### config.mk
export PLATFORM = sky130hd
export DESIGN_NAME = hazard_ctrl_seq_flat
export DESIGN_NICKNAME = d
export VERILOG_FILES = /design/src/rtl/hazard_ctrl_seq_if.sv /design/src/rtl/hazard_ctrl_seq.sv /design/src/flat_wrapper.sv
export SDC_FILE = /design/constraint.sdc
export NUM_CORES = 1
export LEC_CHECK = 0
export CAP_MARGIN = 20
export CORE_ASPECT_RATIO = 0.9
export CORE_MARGIN = 8
export CORE_UTILIZATION = 40
export CTS_CLUSTER_SIZE = 12
export DETAILED_ROUTE_END_ITERATION = 16
export GPL_TIMING_DRIVEN = 0
export HOLD_SLACK_MARGIN = 0.05
export MAX_ROUTING_LAYER = met4
export PLACE_DENSITY = 0.77
export SLEW_MARGIN = 20
export SYNTH_ARGS = -nofsm -noshare
export SYNTH_HDL_FRONTEND = slang
export SYNTH_SLANG_ARGS = --single-unit
### constraint.sdc
create_clock -name clk -period 1.65 [get_ports clk]
set_input_delay 0.33 -clock clk [delete_from_list [all_inputs] [get_ports clk]]
set_output_delay 0.33 -clock clk [all_outputs]
set_load 0.03 [all_outputs]
### src/rtl/hazard_ctrl_seq_if.sv
// ============================================================================
// Module   : hazard_ctrl_seq_if
// Brief    : Stage-status / pipeline-control bundle for the Y86 hazard unit.
// Revision : 1.0
// ============================================================================
`default_nettype none

interface hazard_ctrl_seq_if #(
    parameter int IW    = 4,
    parameter int RW    = 4,
    parameter int CNT_W = 16
);
    logic [IW-1:0]    D_icode;
    logic [IW-1:0]    E_icode;
    logic [IW-1:0]    M_icode;
    logic [IW-1:0]    W_icode;
    logic [RW-1:0]    d_srcA;
    logic [RW-1:0]    d_srcB;
    logic [RW-1:0]    E_dstM;
    logic             e_cnd;
    logic             m_stat_ok;
    logic             W_stat_ok;
    logic             F_stall;
    logic             D_stall;
    logic             D_bubble;
    logic             E_bubble;
    logic             M_bubble;
    logic             W_stall;
    logic             halted;
    logic [CNT_W-1:0] stall_cnt;
    logic [CNT_W-1:0] bubble_cnt;

    // Pipeline side: reports stage contents, consumes the controls.
    modport master (
        output D_icode, E_icode, M_icode, W_icode,
        output d_srcA, d_srcB, E_dstM, e_cnd, m_stat_ok, W_stat_ok,
        input  F_stall, D_stall, D_bubble, E_bubble, M_bubble, W_stall,
        input  halted, stall_cnt, bubble_cnt
    );

    modport slave (
        input  D_icode, E_icode, M_icode, W_icode,
        input  d_srcA, d_srcB, E_dstM, e_cnd, m_stat_ok, W_stat_ok,
        output F_stall, D_stall, D_bubble, E_bubble, M_bubble, W_stall,
        output halted, stall_cnt, bubble_cnt
    );
endinterface

`default_nettype wire

### src/rtl/hazard_ctrl_seq.sv
// ============================================================================
// Module   : hazard_ctrl_seq
// Brief    : Y86 5-stage hazard/control unit with multi-cycle load-use stall,
//            sticky halt freeze and saturating stall/bubble counters.
// Revision : 1.0
// ============================================================================
`default_nettype none

module hazard_ctrl_seq #(
    parameter int            IW       = 4,
    parameter int            RW       = 4,
    parameter int            LD_LAT   = 1,
    parameter int            CNT_W    = 16,
    parameter logic [IW-1:0] OP_HALT  = 4'h1,
    parameter logic [IW-1:0] OP_MRMOV = 4'h5,
    parameter logic [IW-1:0] OP_JXX   = 4'h7,
    parameter logic [IW-1:0] OP_RET   = 4'h9,
    parameter logic [IW-1:0] OP_POP   = 4'hB,
    parameter logic [RW-1:0] RNONE    = 4'hF
) (
    input  wire logic          clk,
    input  wire logic          rst_n,
    hazard_ctrl_seq_if.slave   hz
);

    typedef enum logic [1:0] {
        ST_RUN    = 2'd0,
        ST_LDWAIT = 2'd1,
        ST_HALT   = 2'd2
    } state_t;

    localparam logic [2:0]       c_ld_init = 3'(LD_LAT - 1);
    localparam logic [CNT_W-1:0] c_cnt_max = {CNT_W{1'b1}};

    state_t           state_q, state_d;
    logic [2:0]       ld_cnt_q, ld_cnt_d;
    logic             halted_q, halted_d;
    logic [CNT_W-1:0] stall_cnt_q, stall_cnt_d;
    logic [CNT_W-1:0] bubble_cnt_q, bubble_cnt_d;

    logic w_halt_entry;
    logic w_mispredict;
    logic w_load_use;
    logic w_ret;
    logic w_f_stall, w_d_stall, w_d_bubble, w_e_bubble, w_m_bubble, w_w_stall;

    assign w_halt_entry = (hz.W_icode == OP_HALT) || !hz.W_stat_ok;
    assign w_mispredict = (hz.E_icode == OP_JXX) && !hz.e_cnd;
    assign w_load_use   = ((hz.E_icode == OP_MRMOV) || (hz.E_icode == OP_POP))
                        && (hz.E_dstM != RNONE)
                        && ((hz.E_dstM == hz.d_srcA) || (hz.E_dstM == hz.d_srcB));
    assign w_ret        = (hz.D_icode == OP_RET) || (hz.E_icode == OP_RET)
                        || (hz.M_icode == OP_RET);

    always_comb begin
        w_f_stall    = 1'b0;
        w_d_stall    = 1'b0;
        w_d_bubble   = 1'b0;
        w_e_bubble   = 1'b0;
        w_m_bubble   = 1'b0;
        w_w_stall    = 1'b0;
        state_d      = state_q;
        ld_cnt_d     = ld_cnt_q;
        halted_d     = halted_q;
        stall_cnt_d  = stall_cnt_q;
        bubble_cnt_d = bubble_cnt_q;

        case (state_q)
            ST_HALT: begin
                w_f_stall  = 1'b1;
                w_d_stall  = 1'b1;
                w_w_stall  = 1'b1;
                w_e_bubble = 1'b1;
                w_m_bubble = 1'b1;
            end
            ST_LDWAIT: begin
                if (w_mispredict) begin
                    w_d_bubble = 1'b1;
                    w_e_bubble = 1'b1;
                    ld_cnt_d   = 3'd0;
                    state_d    = ST_RUN;
                end else begin
                    w_f_stall  = 1'b1;
                    w_d_stall  = 1'b1;
                    w_e_bubble = 1'b1;
                    ld_cnt_d   = ld_cnt_q - 3'd1;
                    if (ld_cnt_q <= 3'd1) begin
                        ld_cnt_d = 3'd0;
                        state_d  = ST_RUN;
                    end
                end
                w_m_bubble = !hz.m_stat_ok;
            end
            default: begin
                if (w_mispredict) begin
                    w_d_bubble = 1'b1;
                    w_e_bubble = 1'b1;
                end else if (w_load_use) begin
                    w_f_stall  = 1'b1;
                    w_d_stall  = 1'b1;
                    w_e_bubble = 1'b1;
                    if (LD_LAT > 1) begin
                        state_d  = ST_LDWAIT;
                        ld_cnt_d = c_ld_init;
                    end
                end else if (w_ret) begin
                    w_f_stall  = 1'b1;
                    w_d_bubble = 1'b1;
                end
                w_m_bubble = !hz.m_stat_ok;
            end
        endcase

        // Halt entry replaces whatever RUN/LDWAIT decided for this cycle.
        if (state_q != ST_HALT && w_halt_entry) begin
            w_f_stall  = 1'b0;
            w_d_stall  = 1'b0;
            w_d_bubble = 1'b0;
            w_e_bubble = 1'b0;
            w_m_bubble = 1'b1;
            w_w_stall  = 1'b1;
            state_d    = ST_HALT;
            ld_cnt_d   = 3'd0;
            halted_d   = 1'b1;
        end

        if (state_q != ST_HALT) begin
            if (w_f_stall && stall_cnt_q != c_cnt_max)
                stall_cnt_d = stall_cnt_q + 1'b1;
            if ((w_d_bubble || w_e_bubble || w_m_bubble) && bubble_cnt_q != c_cnt_max)
                bubble_cnt_d = bubble_cnt_q + 1'b1;
        end
    end

    always_ff @(posedge clk or negedge rst_n) begin
        if (!rst_n) begin
            state_q      <= ST_RUN;
            ld_cnt_q     <= 3'd0;
            halted_q     <= 1'b0;
            stall_cnt_q  <= '0;
            bubble_cnt_q <= '0;
        end else begin
            state_q      <= state_d;
            ld_cnt_q     <= ld_cnt_d;
            halted_q     <= halted_d;
            stall_cnt_q  <= stall_cnt_d;
            bubble_cnt_q <= bubble_cnt_d;
        end
    end

    // Controls are held inactive for as long as reset is asserted.
    assign hz.F_stall    = w_f_stall  & rst_n;
    assign hz.D_stall    = w_d_stall  & rst_n;
    assign hz.D_bubble   = w_d_bubble & rst_n;
    assign hz.E_bubble   = w_e_bubble & rst_n;
    assign hz.M_bubble   = w_m_bubble & rst_n;
    assign hz.W_stall    = w_w_stall  & rst_n;
    assign hz.halted     = halted_q;
    assign hz.stall_cnt  = stall_cnt_q;
    assign hz.bubble_cnt = bubble_cnt_q;

endmodule

`default_nettype wire

### src/flat_wrapper.sv
// flat-port wrapper written by rule: the top's interface ports become plain ports
module hazard_ctrl_seq_flat 
#(
    parameter int            IW       = 4,
    parameter int            RW       = 4,
    parameter int            LD_LAT   = 1,
    parameter int            CNT_W    = 16,
    parameter logic [IW-1:0] OP_HALT  = 4'h1,
    parameter logic [IW-1:0] OP_MRMOV = 4'h5,
    parameter logic [IW-1:0] OP_JXX   = 4'h7,
    parameter logic [IW-1:0] OP_RET   = 4'h9,
    parameter logic [IW-1:0] OP_POP   = 4'hB,
    parameter logic [RW-1:0] RNONE    = 4'hF
)
  (clk, rst_n, hz_D_icode, hz_E_icode, hz_M_icode, hz_W_icode, hz_d_srcA, hz_d_srcB, hz_E_dstM, hz_e_cnd, hz_m_stat_ok, hz_W_stat_ok, hz_F_stall, hz_D_stall, hz_D_bubble, hz_E_bubble, hz_M_bubble, hz_W_stall, hz_halted, hz_stall_cnt, hz_bubble_cnt);
  hazard_ctrl_seq_if #(.IW(IW), .RW(RW), .CNT_W(CNT_W)) hz_i ();
  input  wire logic clk;
  input  wire logic rst_n;
  input wire logic [$bits(hz_i.D_icode)-1:0] hz_D_icode;
  input wire logic [$bits(hz_i.E_icode)-1:0] hz_E_icode;
  input wire logic [$bits(hz_i.M_icode)-1:0] hz_M_icode;
  input wire logic [$bits(hz_i.W_icode)-1:0] hz_W_icode;
  input wire logic [$bits(hz_i.d_srcA)-1:0] hz_d_srcA;
  input wire logic [$bits(hz_i.d_srcB)-1:0] hz_d_srcB;
  input wire logic [$bits(hz_i.E_dstM)-1:0] hz_E_dstM;
  input wire logic [$bits(hz_i.e_cnd)-1:0] hz_e_cnd;
  input wire logic [$bits(hz_i.m_stat_ok)-1:0] hz_m_stat_ok;
  input wire logic [$bits(hz_i.W_stat_ok)-1:0] hz_W_stat_ok;
  output wire logic [$bits(hz_i.F_stall)-1:0] hz_F_stall;
  output wire logic [$bits(hz_i.D_stall)-1:0] hz_D_stall;
  output wire logic [$bits(hz_i.D_bubble)-1:0] hz_D_bubble;
  output wire logic [$bits(hz_i.E_bubble)-1:0] hz_E_bubble;
  output wire logic [$bits(hz_i.M_bubble)-1:0] hz_M_bubble;
  output wire logic [$bits(hz_i.W_stall)-1:0] hz_W_stall;
  output wire logic [$bits(hz_i.halted)-1:0] hz_halted;
  output wire logic [$bits(hz_i.stall_cnt)-1:0] hz_stall_cnt;
  output wire logic [$bits(hz_i.bubble_cnt)-1:0] hz_bubble_cnt;
  assign hz_i.D_icode = hz_D_icode;
  assign hz_i.E_icode = hz_E_icode;
  assign hz_i.M_icode = hz_M_icode;
  assign hz_i.W_icode = hz_W_icode;
  assign hz_i.d_srcA = hz_d_srcA;
  assign hz_i.d_srcB = hz_d_srcB;
  assign hz_i.E_dstM = hz_E_dstM;
  assign hz_i.e_cnd = hz_e_cnd;
  assign hz_i.m_stat_ok = hz_m_stat_ok;
  assign hz_i.W_stat_ok = hz_W_stat_ok;
  assign hz_F_stall = hz_i.F_stall;
  assign hz_D_stall = hz_i.D_stall;
  assign hz_D_bubble = hz_i.D_bubble;
  assign hz_E_bubble = hz_i.E_bubble;
  assign hz_M_bubble = hz_i.M_bubble;
  assign hz_W_stall = hz_i.W_stall;
  assign hz_halted = hz_i.halted;
  assign hz_stall_cnt = hz_i.stall_cnt;
  assign hz_bubble_cnt = hz_i.bubble_cnt;
  hazard_ctrl_seq #(.IW(IW), .RW(RW), .LD_LAT(LD_LAT), .CNT_W(CNT_W), .OP_HALT(OP_HALT), .OP_MRMOV(OP_MRMOV), .OP_JXX(OP_JXX), .OP_RET(OP_RET), .OP_POP(OP_POP), .RNONE(RNONE)) u_core (.clk(clk), .rst_n(rst_n), .hz(hz_i));
endmodule
# Word level (Yosys, flattened, before mapping)
# Cells that the tools add are included.
dict set report word_totals {
  ff_bits 38
  latch_bits 0
  ram_bits 0
  mem_bits_ro 0
  in_bits 33
  output_inout_bits 39
  n_memories 0
}
dict set report classes {
  n_addsub 3
  multipliers 0
  div_mod_pow 0
  magnitude_cmp 1
  eq_ne 15
  n_shift 0
  mux 30
  bitwise_logic 6
  reduce_logical 22
}
# operator n
set op_table {}
lappend op_table {{$add 16x1->16 const B} 2}
lappend op_table {{$ne 16x16->1 const B} 2}
lappend op_table {{$mux 1} 19}
lappend op_table {{$eq 4x4->1 const B} 4}
lappend op_table {{$mux 3} 4}
lappend op_table {{$eq 4x3->1 const B} 2}
lappend op_table {{$eq 4x4->1} 2}
lappend op_table {{$mux 2} 4}
lappend op_table {{$logic_or 1x1->1} 7}
lappend op_table {{$and 1x1->1} 6}
lappend op_table {{$logic_and 1x1->1} 6}
lappend op_table {{$pmux 1 s2} 3}
lappend op_table {{$reduce_and 2->1} 3}
lappend op_table {{$eq 4x1->1 const B} 1}
lappend op_table {{$ne 4x4->1 const B} 1}
lappend op_table {{$le 3x1->1 const B} 1}
lappend op_table {{$logic_not 1->1} 3}
lappend op_table {{$reduce_bool 3->1} 1}
lappend op_table {{$sub 3x1->3 const B} 1}
lappend op_table {{$eq 2x1->1 const B} 1}
lappend op_table {{$eq 2x2->1 const B} 1}
lappend op_table {{$ne 2x2->1 const B} 1}
lappend op_table {{$reduce_bool 2->1} 1}
lappend op_table {{$reduce_or 2->1} 1}

# Longest topological paths before layout
dict set report logic_depth {
  ltp_word 12
  depth_mapped 7
  ltp_nobuf 6
}

# Worst setup path before layout
# No wires, ideal clock.
dict set report synth_path {
  path_kind {reg2reg}
  from {register u_core.bubble_cnt_q[0], in the netlist u_core.hz.bubble_cnt[0]}
  to {register u_core.bubble_cnt_q[5], in the netlist u_core.hz.bubble_cnt[5]}
  arrival_ns 1.842
  t_required_ns 1.517
  slack_ns -0.324
  stages_incl_launch_ff 8
  path_buffers 1
  period_less_slack_ns 1.974
  cell_sequence {dfrtp_1 ha_1 and3_2 a31oi_1 o21a_4 buf_8 nand4_4 xnor2_2}
}
dict set report synth_between {
  elab_chain_cells 3
}
# item line
set synth_rtl {}
lappend synth_rtl {{from (decl)} hazard_ctrl_seq.sv:39} ;# logic [CNT_W-1:0] bubble_cnt_q, bubble_cnt_d;
lappend synth_rtl {{from (signal assigned)} hazard_ctrl_seq.sv:147} ;# bubble_cnt_q <= bubble_cnt_d;
lappend synth_rtl {{branches (longest 3 deep; another with $add 16x1->16)} -}
# Several ways; the timed one is not identified.
# A chain may end at the register's enable or synchronous reset.

# Worst setup path in the final report
dict set report layout_path {
  from {input hz_d_srcA[1]}
  to {output hz_D_bubble}
}
dict set report layout_between {
  elab_chain_cells 8
}
# item line
set layout_rtl {}
lappend layout_rtl {{from (decl)} flat_wrapper.sv:23} ;# input wire logic [$bits(hz_i.d_srcA)-1:0] hz_d_srcA;
lappend layout_rtl {{$eq 4x4->1} hazard_ctrl_seq.sv:51} ;# && ((hz.E_dstM == hz.d_srcA) || (hz.E_dstM == hz.d_srcB));
lappend layout_rtl {{$logic_or 1x1->1} hazard_ctrl_seq.sv:51}
lappend layout_rtl {{$logic_and 1x1->1} hazard_ctrl_seq.sv:51}
lappend layout_rtl {{$mux 1} hazard_ctrl_seq.sv:98} ;# end else if (w_load_use) begin
lappend layout_rtl {{$mux 1} hazard_ctrl_seq.sv:95} ;# if (w_mispredict) begin
lappend layout_rtl {{$pmux 1 s2} hazard_ctrl_seq.sv:68} ;# case (state_q)
lappend layout_rtl {{$mux 1} hazard_ctrl_seq.sv:115} ;# if (state_q != ST_HALT && w_halt_entry) begin
lappend layout_rtl {{$and 1x1->1} hazard_ctrl_seq.sv:154} ;# assign hz.D_bubble = w_d_bubble & rst_n;
lappend layout_rtl {{to (decl)} flat_wrapper.sv:31} ;# output wire logic [$bits(hz_i.D_bubble)-1:0] hz_D_bubble;
# No other way between the ends.

==> Flow_metrics.wiki <==
{| class="wikitable"
! Metric !! Value
|-
| Router iterations before antenna repair || 4
|-
| Buffer depth of the longest clock path || 2
|-
| Top library cells by usage in the layout, fill and taps aside || dlygate4sd2_1, dfrtp_2, buf_4
|-
| Initial Utilization || 0.420
|-
| Portion of the post-synthesis area used by sequential elements || 0.452
|-
| Unrepaired setup endpoints after global routing || yes
|-
| H-tree depth || 2
|-
| Post-synthesis cell count || 171
|-
| Total of endpoints with negative setup slack in the final report || 35
|-
| Number of antenna violations at the first check in global routing || 0
|-
| Crit path setup slack, layout || -0.241 ns
|-
| Worst hold slack across all endpoints || 0.473 ns
|-
| Total grt overflow || 0
|-
| Endpoint arrival time on the critical path || approximately 1.6 ns
|-
| Number of distinct library cells after synthesis || 40
|-
| Width of the die || ~90 um
|-
| Mapped Nets || 206
|-
| Die span in y || 81.1 um
|-
| Clock Skews || 0.00754 ns
|-
| Fraction of final layout cells with drive strength greater than 1 || 0.537
|-
| Final-report max-slew violation count || 0
|-
| Number of routed nets with antenna violations || 0
|-
| Layout Area Growth over Synthesis || 83.4%
|-
| Worst Setup Path Type || input pin to primary output
|-
| Worst skew pair latency || slightly below 0.3 ns
|-
| Critical path capture point type || primary output
|-
| Global-route wire length before repair || 9070 um
|-
| Residual DRC count || 0
|-
| RePlAce Congestion || about 0.8
|-
| Avg Inst Size Synth || 11.0 sq um
|-
| Fmax || 0.529 GHz
|-
| Leading register cell type out of synthesis || dfrtp_1
|-
| Clock-pin slew on the worst setup and hold paths || 0.07 ns
|-
| Count of filler cells inserted in the layout || slightly above 300
|-
| Number of buffers inserted during clock tree synthesis || 5
|-
| Final worst path period need || 1.89 ns
|-
| Failing checks || negative setup slack
|-
| Leakage Power || about 0.0017 uW
|-
| Number of flip-flops and latches in the synthesized netlist || 34
|-
| Total power density per cell area || 526 nW/um^2
|-
| Most common cell after layout, fill and taps aside || dlygate4sd2_1
|-
| Total global routing track utilization || 0.167
|-
| Normalized max-slew margin || 0.595
|-
| Maximum number of pins on one net before global-route repair || 22
|-
| Aggregate routed wire length || 6170 um
|-
| Die area || 7170 sq um
|-
| Synth warn || 0
|-
| Async SR Flop Fraction || 1.00
|-
| Worst-path maximum fanout || 2
|-
| Number of synthesized flops with an enable pin || 0
|-
| Number of global-route vias before repair || 1817
|-
| Post-Syn Area || ~1900 sq um
|-
| Antenna diodes || 0
|-
| Routed vias || between 1500 and 2000
|-
| Final Hold Fails || 0
|-
| Tightest Pin Transition || 0.605 ns
|-
| Worst hold path class || flop to flop
|-
| Share of the clock period used by the worst path || 1.15
|-
| Number of clock sinks seen by CTS || 34
|-
| # IOs || 72
|-
| Worst Setup Slack post-DPL || -1.24 ns
|-
| Run status || finished with violations
|-
| Number of input and output port buffers inserted || 71
|-
| Core Region || 4490 sq um
|-
| DRC marker count from the first detailed-route iteration || between 70 and 80
|-
| Critical Path Start Type || input pin
|-
| Post-layout nets || about 320
|-
| Clk Tree Root Cell || clkbuf_8
|-
| Largest vdd supply drop || roughly 0.55 mV
|-
| TritonCTS clock tree || built
|-
| Placed wire-length estimate || approximately 3800 um
|-
| Max-cap viol count || 0
|-
| Num rows || 23
|-
| Req. time, crit path || 1.32 ns
|-
| Via density per instance || 5.16
|-
| Post-detailed-route wirelength per cell || 17.9 um
|}
timing repair:
action	4_1_cts	5_1_grt
gates cloned	2	0
buffers inserted	21	10
pin swaps	54	20
endpoints found under the hold margin	13	0
resized for setup	196	26
hold buffers	2	0
setup endpoints to repair	70	38
layer usage:
layer | global-route usage | wire length [um] | vias to the layer above | share of wire
met5 | - | 0 | - | 0
met2 | 0.264 | 2980 | 65 | 0.48
met1 | 0.203 | 2670 | 876 | 0.43
li1 | - | - | 832 | -
met3 | 0.0464 | 439 | 8 | 0.071
met4 | 0.0506 | 82 | 0 | 0.013
cell families after synthesis:
| logic type | share of synthesized area |
|---|---|
| simple gates | 0.268 |
| compound gates | 0.0551 |
| flops | 0.452 |
| fa+ha+maj | 0.0133 |
| xor+xnor | 0.181 |
| mux | 0.0120 |
| buf+inv | 0.0199 |
report_power, final:
group	internal, uW	total [uW]	switching [uW]
registers	847	873	25.2
clock network	337	641	304
logic	153	305	153
final cells by class:
cell class	count	area, sq um	share of cell area
sequential	34	881	0.255
tap	62	77.6	0.0224
clock inverter	1	5.00	0.00145
buffer	1	20.0	0.00579
inverter	3	11.3	0.00326
multi-input combinational	132	1420	0.412
timing repair buffer	105	951	0.275
clock buffer	7	86.3	0.0250
state kept, by name, summed over array words and instances, names as in the netlist:
register and cells:
u_core.hz.bubble_cnt 16, u_core.hz.halted 1, u_core.hz.stall_cnt 16, u_core.state_q 1
path summary, 6_finish.rpt:
kind | endpoint | cells after the start | slack, ns | start
min in group asynchronous | u_core.hz.stall_cnt[10] | 3 | 0.60 | rst_n
min | u_core.hz.halted | 1 | 0.47 | u_core.hz.halted
max | hz_D_bubble | 7 | -0.24 | hz_d_srcA[1]
max reg2reg | u_core.hz.bubble_cnt[1] | 6 | -0.20 | u_core.hz.bubble_cnt[2]
max in group asynchronous | u_core.hz.bubble_cnt[0] | 2 | 0.60 | rst_n
min reg2reg | u_core.hz.halted | 1 | 0.47 | u_core.hz.halted
cells in the mapped netlist, types with 4 or more instances:
library cell / n / area [sq um]
nand3_2: 4 / 40.0
dfrtp_1: 34 / 851
nor2_1: 4 / 15.0
and4_1: 5 / 43.8
nand3_1: 8 / 40.0
nor3_1: 7 / 35.0
and3_1: 4 / 25.0
xor2_1: 22 / 193
xnor2_1: 15 / 131
nand2_1: 12 / 45.0
nor2_2: 7 / 43.8
nand4_1: 10 / 62.6
critical path, cell delays in order:
cell and delay, ns:
clkdlybuf4s15_1 0.20, xor2_2 0.23, nor4_4 0.05, o2111a_2 0.29, buf_6 0.13, a211oi_2 0.13, buf_4 0.19
metrics by stage:
step | power, uW | area (sq um) | setup TNS (ns) | util | instances
6_report | 1820 | 3460 | -4.33 | 0.770 | 345
5_1_grt | 1890 | 3460 | -7.09 | 0.770 | 345
4_1_cts | 1800 | 3320 | -4.90 | 0.740 | 338
3_5_place_dp | 1160 | 2840 | -29.62 | 0.633 | 305
3_3_place_gp | 1150 | 2830 | -56.14 | 0.629 | 304
2_1_floorplan | 998 | 2040 | -1.69 | - | 171
(Power assumes the default switching activity.)
